<file path="src/rtl/seg7_scroll_ctrl.sv">
// seg7_scroll_ctrl: prescaled message scroller for the seg7 index; SCROLL_BLINK_EN flashes the last char during the gap
module seg7_scroll_ctrl #(
   parameter int PRESCALE_W = 24,
   parameter int DEFAULT_DIV = 10000000,
   parameter int MSG_LEN = 16,
   parameter int GAP_STEPS = 2
) (
   input logic clk,
   input logic rst,
   input logic en,
   input logic pause,
   input logic dir,
   input logic step,
   input logic div_load,
   input logic [PRESCALE_W-1:0] div_val,
   output logic [3:0] counter,
   output logic blank,
   output logic wrap,
   output logic [1:0] state
);
   typedef enum logic [1:0] {IDLE = 2'b00, RUN = 2'b01, PAUSE = 2'b10, GAP = 2'b11} st_t;
   localparam logic [3:0] LAST = 4'(MSG_LEN - 1);
   localparam int GW = GAP_STEPS > 1 ? $clog2(GAP_STEPS) : 1;
   st_t st, saved, rs, n_rs;
   logic [PRESCALE_W-1:0] psc, dv;
   logic [GW-1:0] gcnt, n_gcnt;
   logic [3:0] start, n_cnt;
   logic active, tick, adv, at_last, gap_exit, n_blank, n_wrap;
   assign state = st;
   // rs is the state whose rules an advance follows; in PAUSE that is the saved one
   always_comb begin
      active = (st == RUN || st == GAP) && en && !pause;
      tick = active && psc == dv - 1'b1 && !div_load;
      adv = tick || (st == PAUSE && en && pause && step);
      rs = st == PAUSE ? saved : st;
      start = dir ? LAST : 4'd0;
      at_last = counter == (dir ? 4'd0 : LAST);
      gap_exit = gcnt == GW'(GAP_STEPS - 1);
      n_rs = rs;
      n_cnt = counter;
      n_blank = blank;
      n_gcnt = gcnt;
      n_wrap = 1'b0;
      if (rs == GAP) begin
         n_rs = gap_exit ? RUN : GAP;
         n_cnt = gap_exit ? start : counter;
         n_gcnt = gap_exit ? '0 : gcnt + 1'b1;
`ifdef SCROLL_BLINK_EN
         n_blank = gap_exit ? 1'b0 : ~blank;
`else
         n_blank = !gap_exit;
`endif
      end else begin
         n_wrap = at_last;
         n_cnt = !at_last ? (dir ? counter - 4'd1 : counter + 4'd1) : (GAP_STEPS > 0 ? counter : start);
         n_rs = at_last && GAP_STEPS > 0 ? GAP : RUN;
         n_blank = at_last && GAP_STEPS > 0;
         n_gcnt = '0;
      end
   end
   always_ff @(posedge clk) begin
      if (rst) begin
         st <= IDLE;
         saved <= RUN;
         counter <= 4'd0;
         blank <= 1'b1;
         wrap <= 1'b0;
         psc <= '0;
         dv <= PRESCALE_W'(DEFAULT_DIV);
         gcnt <= '0;
      end else begin
         wrap <= 1'b0;
         dv <= div_load ? (div_val == '0 ? PRESCALE_W'(1) : div_val) : dv;
         // holding the prescaler on the pause edge keeps the pending tick for resume
         psc <= (div_load || !en || st == IDLE) ? '0 : active ? (psc == dv - 1'b1 ? '0 : psc + 1'b1) : psc;
         if (!en) begin
            st <= IDLE;
            counter <= 4'd0;
            blank <= 1'b1;
            gcnt <= '0;
         end else if (st == IDLE) begin
            st <= RUN;
            counter <= start;
            blank <= 1'b0;
         end else if (st != PAUSE && pause) begin
            saved <= st;
            st <= PAUSE;
         end else if (st == PAUSE && !pause) begin
            st <= saved;
         end else if (adv) begin
            counter <= n_cnt;
            blank <= n_blank;
            gcnt <= n_gcnt;
            wrap <= n_wrap;
            if (st == PAUSE) saved <= n_rs;
            else st <= n_rs;
         end
      end
   end
endmodule

</file>
<file path="config.mk">
export PLATFORM = sky130hd
export DESIGN_NAME = seg7_scroll_ctrl
export DESIGN_NICKNAME = d
export VERILOG_FILES = /design/src/rtl/seg7_scroll_ctrl.sv
export SDC_FILE = /design/constraint.sdc
export NUM_CORES = 1
export LEC_CHECK = 0
export CORE_MARGIN = 5
export CORE_UTILIZATION = 35
export DETAILED_ROUTE_END_ITERATION = 8
export HOLD_SLACK_MARGIN = 0.12
export PLACE_DENSITY_LB_ADDON = 0.15
export SLEW_MARGIN = 20
export SYNTH_ARGS = -nofsm -noshare
export SYNTH_HDL_FRONTEND = slang
export SYNTH_SLANG_ARGS = --single-unit
</file>
<file path="constraint.sdc">
create_clock -name clk -period 4.2 [get_ports clk]
set_input_delay 0.84 -clock clk [delete_from_list [all_inputs] [get_ports clk]]
set_output_delay 0.84 -clock clk [all_outputs]
set_load 0.05 [all_outputs]
</file>
# Word-level counts from Yosys, hierarchy flattened
# Index checks and enable logic that the tools add are counted.
dict set report totals {
  reg_bits 59
  inputBits 31
}
dict set report classes {
  n_addsub 5
  n_eq_ne 14
  n_reduce_logical 34
  mux 32
  bitwise 5
}
# cell count
set op_table {}
lappend op_table {{2-to-1 mux 24 bit} 2}
lappend op_table {{2-to-1 mux 4 bit} 10}
lappend op_table {{adder 24 x 1 -> 24 bit (second input constant)} 1}
lappend op_table {{equality test 24 bit} 1}
lappend op_table {{zero test 24 bit} 1}
lappend op_table {{2-to-1 mux 2 bit} 12}
lappend op_table {{subtractor 24 x 1 -> 24 bit (second input constant)} 1}
lappend op_table {{AND reduction 5 bit} 2}
lappend op_table {{logical AND 1 bit} 9}
lappend op_table {{2-to-1 mux 1 bit} 8}
lappend op_table {{!= test 2 bit (second input constant)} 4}
lappend op_table {{OR reduction 7 bit} 1}
lappend op_table {{equality test 2 bit (second input constant)} 3}
lappend op_table {{!= test 3 x 1 -> 1 bit (second input constant)} 2}
lappend op_table {{nonzero test 2 bit} 3}
lappend op_table {{inverter 1 bit} 5}
lappend op_table {{adder 4 x 1 -> 4 bit (second input constant)} 1}
lappend op_table {{equality test 4 bit} 1}
lappend op_table {{zero test 1 bit} 4}
lappend op_table {{logical OR 1 bit} 4}
lappend op_table {{!= test 4 x 1 -> 1 bit (second input constant)} 1}
lappend op_table {{AND reduction 2 bit} 2}
lappend op_table {{AND reduction 4 bit} 1}
lappend op_table {{nonzero test 4 bit} 1}
lappend op_table {{other kinds (9)} 10}

# Longest topological paths before layout
# Gate-level depths: netlist (run 1).
dict set report depth {
  ltp_word 11
  depth_mapped 11
  ltp_nobuf 10
}

# Worst setup path before layout (run 1)
# Ideal clock, no wire load.
dict set report synth_path {
  path_type {register to register}
  start {register dv[0]}
  end {register counter[0]}
  setup_ns 0.117
  setup_slack_ns 1.226
  synth_period_minus_slack_ns 2.974
  t_arrival_ns 2.857
  stages_incl_launch_ff 11
  path_cell_list {dfxtp_1 > inv_1 > ha_1 > nor3b_2 > nand4_1 > or3_1 > a211o_1 > a2111oi_4 > nand4_2 > a22o_1 > a32o_1}
}
dict set report synth_between {
  elab_chain_len 7
}
# item line_no
set synth_lines {}
lappend synth_lines {{start, declared} 25} ;# logic [PRESCALE_W-1:0] psc, dv;
lappend synth_lines {{start signal, assigned} 69} ;# dv <= PRESCALE_W'(DEFAULT_DIV);
lappend synth_lines {{start signal, assigned} 73} ;# dv <= div_load ? (div_val == '0 ? PRESCALE_W'(1) : div_val) : dv;
lappend synth_lines {{subtractor 24 x 1 -> 24 bit} 33} ;# tick = active && psc == dv - 1'b1 && !div_load;
lappend synth_lines {{equality test 24 bit} 33}
lappend synth_lines {{logical AND 1 bit (2 in a row)} 33}
lappend synth_lines {{logical OR 1 bit} 34} ;# adv = tick || (st == PAUSE && en && pause && step);
lappend synth_lines {{nonzero test 2 bit (no source line)} --}
lappend synth_lines {{AND reduction 5 bit (no source line)} --}
lappend synth_lines {{end signal, assigned} 83} ;# counter <= start;
lappend synth_lines {{end signal, assigned} 91} ;# counter <= n_cnt;
lappend synth_lines {{end, declared} 16} ;# output logic [3:0] counter,
# No other way between the ends.
# A chain may end at the register's enable or synchronous reset.

# Worst setup path in the final report (run 1)
# Same ends and word-level chain as after synthesis.

==> results of run 1 <==
==> cells by family (layout without fill, tap and decap cells) <==
| logic type | Yosys count | in the layout | share of synthesized area [%] |
|---|---|---|---|
| mux | 25 | 25 | 6.79 |
| buf+inv | 32 | 73 | 3.93 |
| compound gates | 75 | 75 | 15.0 |
| simple gates | 188 | 188 | 28.0 |
| flops | 59 | 59 | 31.7 |
| xor+xnor | 51 | 51 | 12.0 |
| fa+ha+maj | 7 | 7 | 2.55 |
==> synthesized netlist by cell type, types with 3 or more instances <==
library cell	n	area [µm²]
a21o_1	4	30.0
dfxtp_1	59	1180
and2_1	4	25.0
nor2_1	60	225
and3_1	10	62.6
xor2_1	31	272
a211o_1	3	26.3
clkbuf_1	9	33.8
nand3_1	14	70.1
mux2i_1	23	230
o21ai_0	10	50.1
nor4_1	9	56.3
nand4_1	8	50.1
nor3_1	15	75.1
o211ai_1	3	22.5
nand2_1	30	113
nor4_4	3	63.8
and4_1	4	35.0
a41o_1	3	30.0
a31oi_1	3	18.8
nor2b_1	5	31.3
ha_1	6	75.1
a21oi_1	17	85.1
o32ai_1	3	26.3
inv_1	14	52.6
xnor2_1	20	175
==> metal layers <==
| metal | vias to the layer above | GRT usage [%] | share of wire (%) |
|---|---|---|---|
| met2 | 55 | 24.3 | 44 |
| met4 | 0 | 6.97 | 2.3 |
| met3 | 16 | 2.57 | 3.8 |
| met1 | 1464 | 20.9 | 50 |
| li1 | 1656 | - | - |
| met5 | - | 0 | 0 |
==> stage by stage <==
step	area (µm²)	utilization (%)	std cells	setup WS (ns)	total power, mW
global placement	4210	40.6	598	0.853	0.828
CTS	4400	42.4	614	0.878	1.36
detailed placement	4210	40.6	598	0.764	0.831
floorplan	3720	-	437	1.23	0.754
global route	4400	42.4	614	0.652	1.40
finish	4400	42.4	614	0.889	1.34
==> layout make-up <==
class	count	area [µm²]
Tap cell	136	170
Inverter	15	56.3
Clock inverter	5	52.6
Clock buffer	11	141
Timing Repair Buffer	42	405
Fill cell	1047	5970
Sequential cell	59	1180
Multi-Input combinational cell	346	2390
==> cell usage in the layout (no fill, tap or decap), types with 4 or more instances in the layout <==
cell	netlist	routed
clkbuf_8	0	10
nor4_1	9	9
nand4_1	8	8
xor2_1	31	31
nand2_1	30	30
nand3_1	14	14
and4_1	4	4
a21o_1	4	4
xnor2_1	20	20
mux2i_1	23	23
ha_1	6	6
and2_1	4	4
o21ai_0	10	10
a21oi_1	17	17
nor3_1	15	15
nor2b_1	5	5
inv_1	14	14
clkdlybuf4s50_1	0	37
dfxtp_1	59	59
buf_4	2	4
nor2_1	60	60
and3_1	10	10
==> state kept, by name (all words and copies together), names as in the netlist <==
register,cells
state,2
wrap,1
counter,4
psc,24
dv,24
gap_exit,1
blank,1
saved,2
==> path summary, 6_finish.rpt <==
check	slack [ns]	end	startpoint
setup / recovery	0.89	counter[0]	dv[0]
hold / removal	0.47	gap_exit	gap_exit
setup reg to reg	0.89	counter[0]	dv[0]
hold reg to reg	0.47	gap_exit	gap_exit
==> report_power, final <==
part	total (mW)	internal [mW]	switching [mW]	leakage, nW
Combinational	0.210	0.0982	0.111	1.05
Clock	0.517	0.287	0.230	0.0991
Sequential	0.609	0.578	0.0314	0.482
Total	1.34	0.963	0.373	1.64
==> critical path: cells and delay by family (launching register included) <==
| kind | cells | cell delay (ns) |
|---|---|---|
| buf+inv | 1 | 0.07 |
| flops | 1 | 0.36 |
| fa+ha+maj | 1 | 0.24 |
| simple gates | 4 | 1.31 |
| compound gates | 4 | 1.23 |
==> metrics.cfg, run 1 <==
[synth]
ys.flop_type=dfxtp_1
syn_nets=475
synth_edf_count=0
ys_seq_area_share_pct=31.7
synthArstFlopShare_pct=0
yosysUniqueCellTypes=76
yosysWarningCount=0
mappedNetlistArea_mm2=0.00372
synth.avg_cell_area_um2=8.52
synthCells=437
ys_seq_elements=59

[global_route]
grt_pass1_wl_um=15700
gr-usage-all-layers_pct=15.5
grt_pass1_vias=3140
overflow=0
antenna_found_initial=0
grt_max_degree=31

[clock_network]
clock-sinks=59
ctsHtreeMaxLevel=3
path_clk_slew_ns=0.07
cts_buffer_depth=2
cts_buffers=9
root_buffer=clkbuf_8
cts_tree=built
ctsResizeCount=0
cts_setup_buffers=0
cts_hold_buf=0
clock_latency_ns=0.35

[worst_setup_path]
crit_type=reg -> reg
max_stage_delay_ns=0.44
path_cells=inv_1 -> ha_1 -> nor3b_2 -> nand4_1 -> or3_1 -> a211o_1 -> a2111oi_4 -> nand4_2 -> a22o_1 -> a32o_1
start_kind=flop
reg2regPathDepth=10
worstPathRequired_ns=4.45
cp_max_fo=8
critPathArrivalTime_ns=3.56
crit_path_top_delay_cell=nor3b_2
end_kind=flop

[floorplan]
core-area_mm2=0.0104
fp.dieW_um=113
io_pins=39
initial_utilization_pct=35.9
die_h_um=113
die_area_mm2=0.0128
num_rows=37

[sta]
finalHoldViolCount=0
slew_viol_final=0
hold_slack_ns=0.474
worst_pin_slew_ns=0.847
finClkSkew_ns=0.0125
setup_tns_ns=0
setup_viol=0
fmax_mhz=302
fin_crit_ns=3.31
relSlewSlack_pct=43.6
rsz0062_at_grt=no
fin_crit_sh_pct=78.8

[power_and_ir_drop]
vdd_drop_max_uv=124
p_leak_nw=1.64
powerDensity_mw_per_mm2=303

[placement]
hpwl_um=7250
io_buffers=38
place_congestion=0.838

[finish]
area_growth_pct=18.3
final_nets=511
drive_gt1_share_pct=7.95
diodes=0

[routing]
viasPerCell=5.20
drtPass1Iterations=4
post_drt_wl_per_cell_um=15.6
drt_wl_total_um=9610
route.detailed.drc=0
vias=3191
ant_nets=0
drtIter0Drc=168

[hold_path]
hold_path_class=reg -> reg
min_path_cells=2

[run]
cap_violations=0

[status]
status=complete, no violations

(Power assumes the default switching activity.)
==> run 2: changes to the inputs <==
clock period = 3.1 ns   (was 4.2 ns; I/O delays follow)
==> run 2 against run 1 <==
  * Clock-buffer cell count increased by 2
  * Final cell count grew 3.7%
  * Sequential share of layout area is 1.2 points lower
  * Fmax grew 13%
  * Non-clock buffer count rose by 23
  * Clock skew is 0.0056 ns lower
  * Critical endpoint is now state[0]
  * Largest cell class unchanged
  * Largest power group unchanged
==> metrics.cfg, run 2 (synthesized netlist as in run 1, its figures left out) <==
[global_route]
gr-usage-all-layers_pct=15.7  ; was 15.5%
antenna_found_initial=0  ; unchanged
grt_max_degree=20  ; was 31
grt_pass1_vias=3278  ; was 3140
overflow=0  ; unchanged
grt_pass1_wl_um=16100  ; was 15700 µm

[routing]
viasPerCell=5.24  ; was 5.20
drtIter0Drc=176  ; was 168
post_drt_wl_per_cell_um=15.7  ; was 15.6 µm
vias=3339  ; was 3191
route.detailed.drc=0  ; unchanged
ant_nets=0  ; unchanged
drtPass1Iterations=4  ; unchanged
drt_wl_total_um=10000  ; was 9610 µm

[floorplan]
core-area_mm2=0.0104  ; unchanged
io_pins=39  ; unchanged
initial_utilization_pct=35.9  ; unchanged
die_area_mm2=0.0128  ; unchanged
num_rows=37  ; unchanged
die_h_um=113  ; unchanged
fp.dieW_um=113  ; unchanged

[worst_setup_path]
crit_family=simple AND/OR/NAND/NOR gates  ; unchanged
critPathArrivalTime_ns=3.17  ; was 3.56 ns
cp_max_fo=8  ; unchanged
end_kind=flop  ; unchanged
max_stage_delay_ns=0.44  ; about the same
start_kind=flop  ; unchanged
crit_path_top_delay_cell=or4_4  ; was nor3b_2
worst-path-buf-inv=0  ; was 1
path_cells=nor4_2 -> and4_1 -> nand3_1 -> or4_4 -> a311o_1 -> nor4_4 -> nor3b_1 -> o31a_1  ; was inv_1 -> ha_1 -> nor3b_2 -> nand4_1 -> or3_1 -> a211o_1 -> a2111oi_4 -> nand4_2 -> a22o_1 -> a32o_1
worstPathRequired_ns=3.33  ; was 4.45 ns
crit_type=reg -> reg  ; unchanged

[finish]
area_growth_pct=23.9  ; was 18.3%
largestRegisters=dv (24), psc (24), counter (4)  ; unchanged
register_area_mm2=0.00118  ; about the same
final_common_cell=nor2_1  ; unchanged
multi_input_area_mm2=0.00246  ; was 0.00239 mm²
drive_gt1_share_pct=13.6  ; was 7.95%
final_cell_mix=nor2_1, dfxtp_1, clkdlybuf4s50_1, xor2_1, nand2_1  ; unchanged
final_nets=534  ; was 511
diodes=0  ; unchanged
fillCellCount=1040  ; was 1047
final_area_mm2=0.00461  ; was 0.00440 mm²

[sta]
worst_pin_slew_ns=0.493  ; was 0.847 ns
fmax_mhz=340  ; was 302 MHz
finalHoldViolCount=0  ; unchanged
setup_viol=0  ; unchanged
setup_tns_ns=0  ; unchanged
fin_crit_sh_pct=94.8  ; was 78.8%
fin_crit_ns=2.94  ; was 3.31 ns
slew_viol_final=0  ; unchanged
finClkSkew_ns=0.00694  ; was 0.0125 ns
relSlewSlack_pct=67.0  ; was 43.6%

[status]
status=complete, no violations  ; unchanged

[placement]
io_buffers=38  ; unchanged
hpwl_um=7570  ; was 7250 µm
placed_area_mm2=0.00438  ; was 0.00421 mm²
place_congestion=0.859  ; was 0.838

[run]
cap_violations=0  ; unchanged

[hold_path]
hold_path_class=reg -> reg  ; unchanged

[clock_network]
clock_latency_ns=0.34  ; was 0.35 ns
cts_tree=built  ; unchanged
root_buffer=clkbuf_8  ; unchanged
ctsHtreeMaxLevel=3  ; unchanged
path_clk_slew_ns=0.06  ; was 0.07 ns
cts_buffer_depth=2  ; unchanged
cts_buffers=9  ; unchanged
clock-sinks=59  ; unchanged

[power_and_ir_drop]
vdd_drop_max_uv=149  ; was 124 µV
powerDensity_mw_per_mm2=376  ; was 303 mW/mm²
p_leak_nw=1.75  ; was 1.64 nW

==> run 2: final timing paths <==
kind / startpoint / endpoint / slack [ns] / depth (start not counted)
setup / recovery: dv[2] / state[0] / 0.16 / 8
hold / removal: gap_exit / gap_exit / 0.47 / 2
setup reg to reg: dv[2] / state[0] / 0.16 / 8
hold reg to reg: gap_exit / gap_exit / 0.47 / 2
==> run 2: final cells by class <==
class	count	area share, %
tap	136	3.69
inverter	15	1.22
clock inverter	3	0.326
clock buffer	13	3.01
multi-input combinational	346	53.3
timing repair buffer	65	12.8
sequential	59	25.6
==> run 2: what timing repair did <==
item | CTS | global route
endpoints found under the setup margin | 0 | 32
setup buffers | 0 | 2
hold buffers | 0 | 0
endpoints found under the hold margin | 0 | 0
gates resized for setup | 0 | 14
==> run 2: where the power goes <==
group	internal [mW]	switching (mW)
logic	0.157	0.168
clock network	0.287	0.305
registers	0.783	0.0364
total	1.23	0.509
==> run 2: worst register-to-register path, delay by kind of cell, from the launching register on <==
family	cells	cell delay, ns
AOI/OAI and AO/OA	2	0.68
DFF	1	0.40
and+or+nand+nor	6	1.75
==> run 2: metrics by stage <==
| step | hold slack, ns | setup slack (ns) | power, mW | util (%) | std cells |
|---|---|---|---|---|---|
| 2_1_floorplan | 0.444 | 0.126 | 1.02 | - | 437 |
| 3_3_place_gp | 0.462 | 0.0898 | 1.14 | 42.2 | 619 |
| 3_5_place_dp | 0.465 | 0.0183 | 1.15 | 42.2 | 619 |
| 4_1_cts | 0.472 | 0.0118 | 1.74 | 43.7 | 635 |
| 5_1_grt | 0.515 | -0.0753 | 1.83 | 44.5 | 637 |
| 6_report | 0.471 | 0.160 | 1.74 | 44.5 | 637 |
==> run 2: metal layers <==
metal | share of wire [%] | track usage (%)
met5 | 0 | 0
met4 | 1.6 | 5.05
met3 | 3.7 | 3.80
met2 | 45 | 25.4
met1 | 49 | 20.7
==> run 3: changes to the inputs <==
REMOVE_ABC_BUFFERS = 1   (was unset)
==> run 3 against run 2 <==
  * Clock-buffer cell count decreased by 1
  * Sequential cell count unchanged
  * Design area increased by 0.33%
  * Total power increased by 8.6%
  * Sequential share of layout area decreased by 0.083 points
  * Via count increased by 0.84%
  * Fmax about the same
  * Worst hold slack improved by 0.0059 ns
  * Combinational power about the same
  * Critical endpoint is now counter[0]
==> metrics.cfg, run 3 (synthesized netlist as in run 1, its figures left out) <==
[worst_setup_path]
worstPathRequired_ns=3.35  ; was 3.33 ns
crit_path_top_delay_cell=or3_1  ; was or4_4
max_stage_delay_ns=0.41  ; was 0.44 ns
cp_max_fo=5  ; was 8
end_kind=flop  ; unchanged
path_cells=inv_1 -> ha_2 -> nor3b_4 -> nand4_1 -> or3_1 -> a211o_1 -> a2111oi_4 -> nand4_2 -> a22o_1 -> a32o_1  ; was nor4_2 -> and4_1 -> nand3_1 -> or4_4 -> a311o_1 -> nor4_4 -> nor3b_1 -> o31a_1
start_kind=flop  ; unchanged
crit_type=reg -> reg  ; unchanged
critPathArrivalTime_ns=3.19  ; was 3.17 ns

[sta]
finalHoldViolCount=0  ; unchanged
fin_crit_sh_pct=94.8  ; about the same
setup_tns_ns=0  ; unchanged
slew_viol_final=0  ; unchanged
setup_viol=0  ; unchanged
relSlewSlack_pct=66.1  ; was 67.0%
rsz0062_at_grt=no
finClkSkew_ns=0.00722  ; was 0.00694 ns
worst_pin_slew_ns=0.506  ; was 0.493 ns
fin_crit_ns=2.94  ; about the same
fmax_mhz=340  ; about the same

[global_route]
top_usage_layer=met2  ; unchanged
grt_pass1_vias=3312  ; was 3278
grt_use_met3_pct=3.69  ; was 3.80%
antenna_found_initial=0  ; unchanged
overflow=0  ; unchanged
use_met2_pct=26.4  ; was 25.4%
grt_max_degree=25  ; was 20
gr-usage-all-layers_pct=16.0  ; was 15.7%
met1_usage_pct=20.8  ; was 20.7%
grt_pass1_wl_um=16500  ; was 16100 µm

[clock_network]
cts_hold_buf=0  ; unchanged
root_buffer=clkbuf_8  ; unchanged
cts_buffer_depth=2  ; unchanged
clock-sinks=59  ; unchanged
cts_buffers=9  ; unchanged
clock_latency_ns=0.35  ; was 0.34 ns
path_clk_slew_ns=0.07  ; was 0.06 ns
ctsHtreeMaxLevel=3  ; unchanged
cts_setup_buffers=0  ; unchanged
ctsResizeCount=0  ; unchanged
cts_tree=built  ; unchanged

[routing]
viasPerCell=5.28  ; was 5.24
drt_wl_total_um=9740  ; was 10000 µm
drtPass1Iterations=4  ; unchanged
drtIter0Drc=133  ; was 176
route.detailed.drc=0  ; unchanged
ant_nets=0  ; unchanged
vias=3367  ; was 3339
post_drt_wl_per_cell_um=15.3  ; was 15.7 µm

[finish]
diodes=0  ; unchanged
fin_util_pct=44.6  ; was 44.5%
final_nets=535  ; was 534
stdcell_count=638  ; was 637
largestRegisters=dv (24), psc (24), counter (4)  ; unchanged
final_area_mm2=0.00463  ; was 0.00461 mm²
area_growth_pct=24.3  ; was 23.9%
final_cell_mix=nor2_1, dfxtp_1, clkdlybuf4s50_1, xor2_1, nand2_1  ; unchanged
final_common_cell=nor2_1  ; unchanged
fillCellCount=1063  ; was 1040
drive_gt1_share_pct=13.5  ; was 13.6%

[placement]
hpwl_um=7570  ; about the same
placedCellCount=622  ; was 619
place_congestion=0.841  ; was 0.859
io_buffers=38  ; unchanged
placed_area_mm2=0.00439  ; was 0.00438 mm²

[floorplan]
fp.dieW_um=113  ; unchanged
die_h_um=113  ; unchanged
die_area_mm2=0.0128  ; unchanged
io_pins=39  ; unchanged
num_rows=37  ; unchanged
initial_utilization_pct=35.9  ; unchanged
core-area_mm2=0.0104  ; unchanged

[hold_path]
hold_path_class=reg -> reg  ; unchanged

[power_and_ir_drop]
finalPower_mw=1.89  ; was 1.74 mW
vdd_drop_max_uv=343  ; was 149 µV
powerDensity_mw_per_mm2=408  ; was 376 mW/mm²
p_leak_nw=1.77  ; was 1.75 nW

[status]
status=complete, no violations  ; unchanged

[run]
cap_violations=0  ; unchanged

==> run 3: through the flow <==
stage                     setup slack (ns)  hold slack, ns
after floorplan                     0.0251           0.438
after global placement               0.131           0.458
after detailed placement            0.0677           0.469
after CTS                           0.0917           0.482
after global routing                0.0153           0.508
final                                0.161           0.477
==> run 3: path summary, 6_finish.rpt <==
| path | endpoint | slack, ns | start | depth (start not counted) |
|---|---|---|---|---|
| setup / recovery | counter[0] | 0.16 | dv[1] | 10 |
| setup reg to reg | counter[0] | 0.16 | dv[1] | 10 |
| hold reg to reg | saved[1] | 0.48 | saved[1] | 2 |
| hold / removal | saved[1] | 0.48 | saved[1] | 2 |
==> run 3: area by class of cell <==
class                      count  area [µm²]  area share [%]
clock buffer                  12         165            3.57
clock inverter                 4        47.5            1.03
inverter                      15        56.3            1.22
multi-input combinational    346        2420            52.2
sequential                    59        1180            25.6
tap                          136         170            3.68
timing repair buffer          66         589            12.7
==> run 3: critical path: cells and delay by family, from the launching register on <==
family,cells,cell delay [ns]
compound gates,4,1.22
simple gates,4,0.96
flops,1,0.35
fa+ha+maj,1,0.23
buf+inv,1,0.07
==> run 3: power by group <==
| part | leakage [nW] | internal [mW] | switching [mW] |
|---|---|---|---|
| Clock | 0.108 | 0.434 | 0.313 |
| Combinational | 1.18 | 0.156 | 0.166 |
| Sequential | 0.482 | 0.783 | 0.0345 |
| Total | 1.77 | 1.37 | 0.513 |
==> run 3: metal layers <==
metal | routed length (µm) | vias to the layer above
li1 | - | 1702
met5 | 0 | -
met1 | 4690 | 1596
met2 | 4640 | 58
met4 | 136 | 0
met3 | 266 | 11
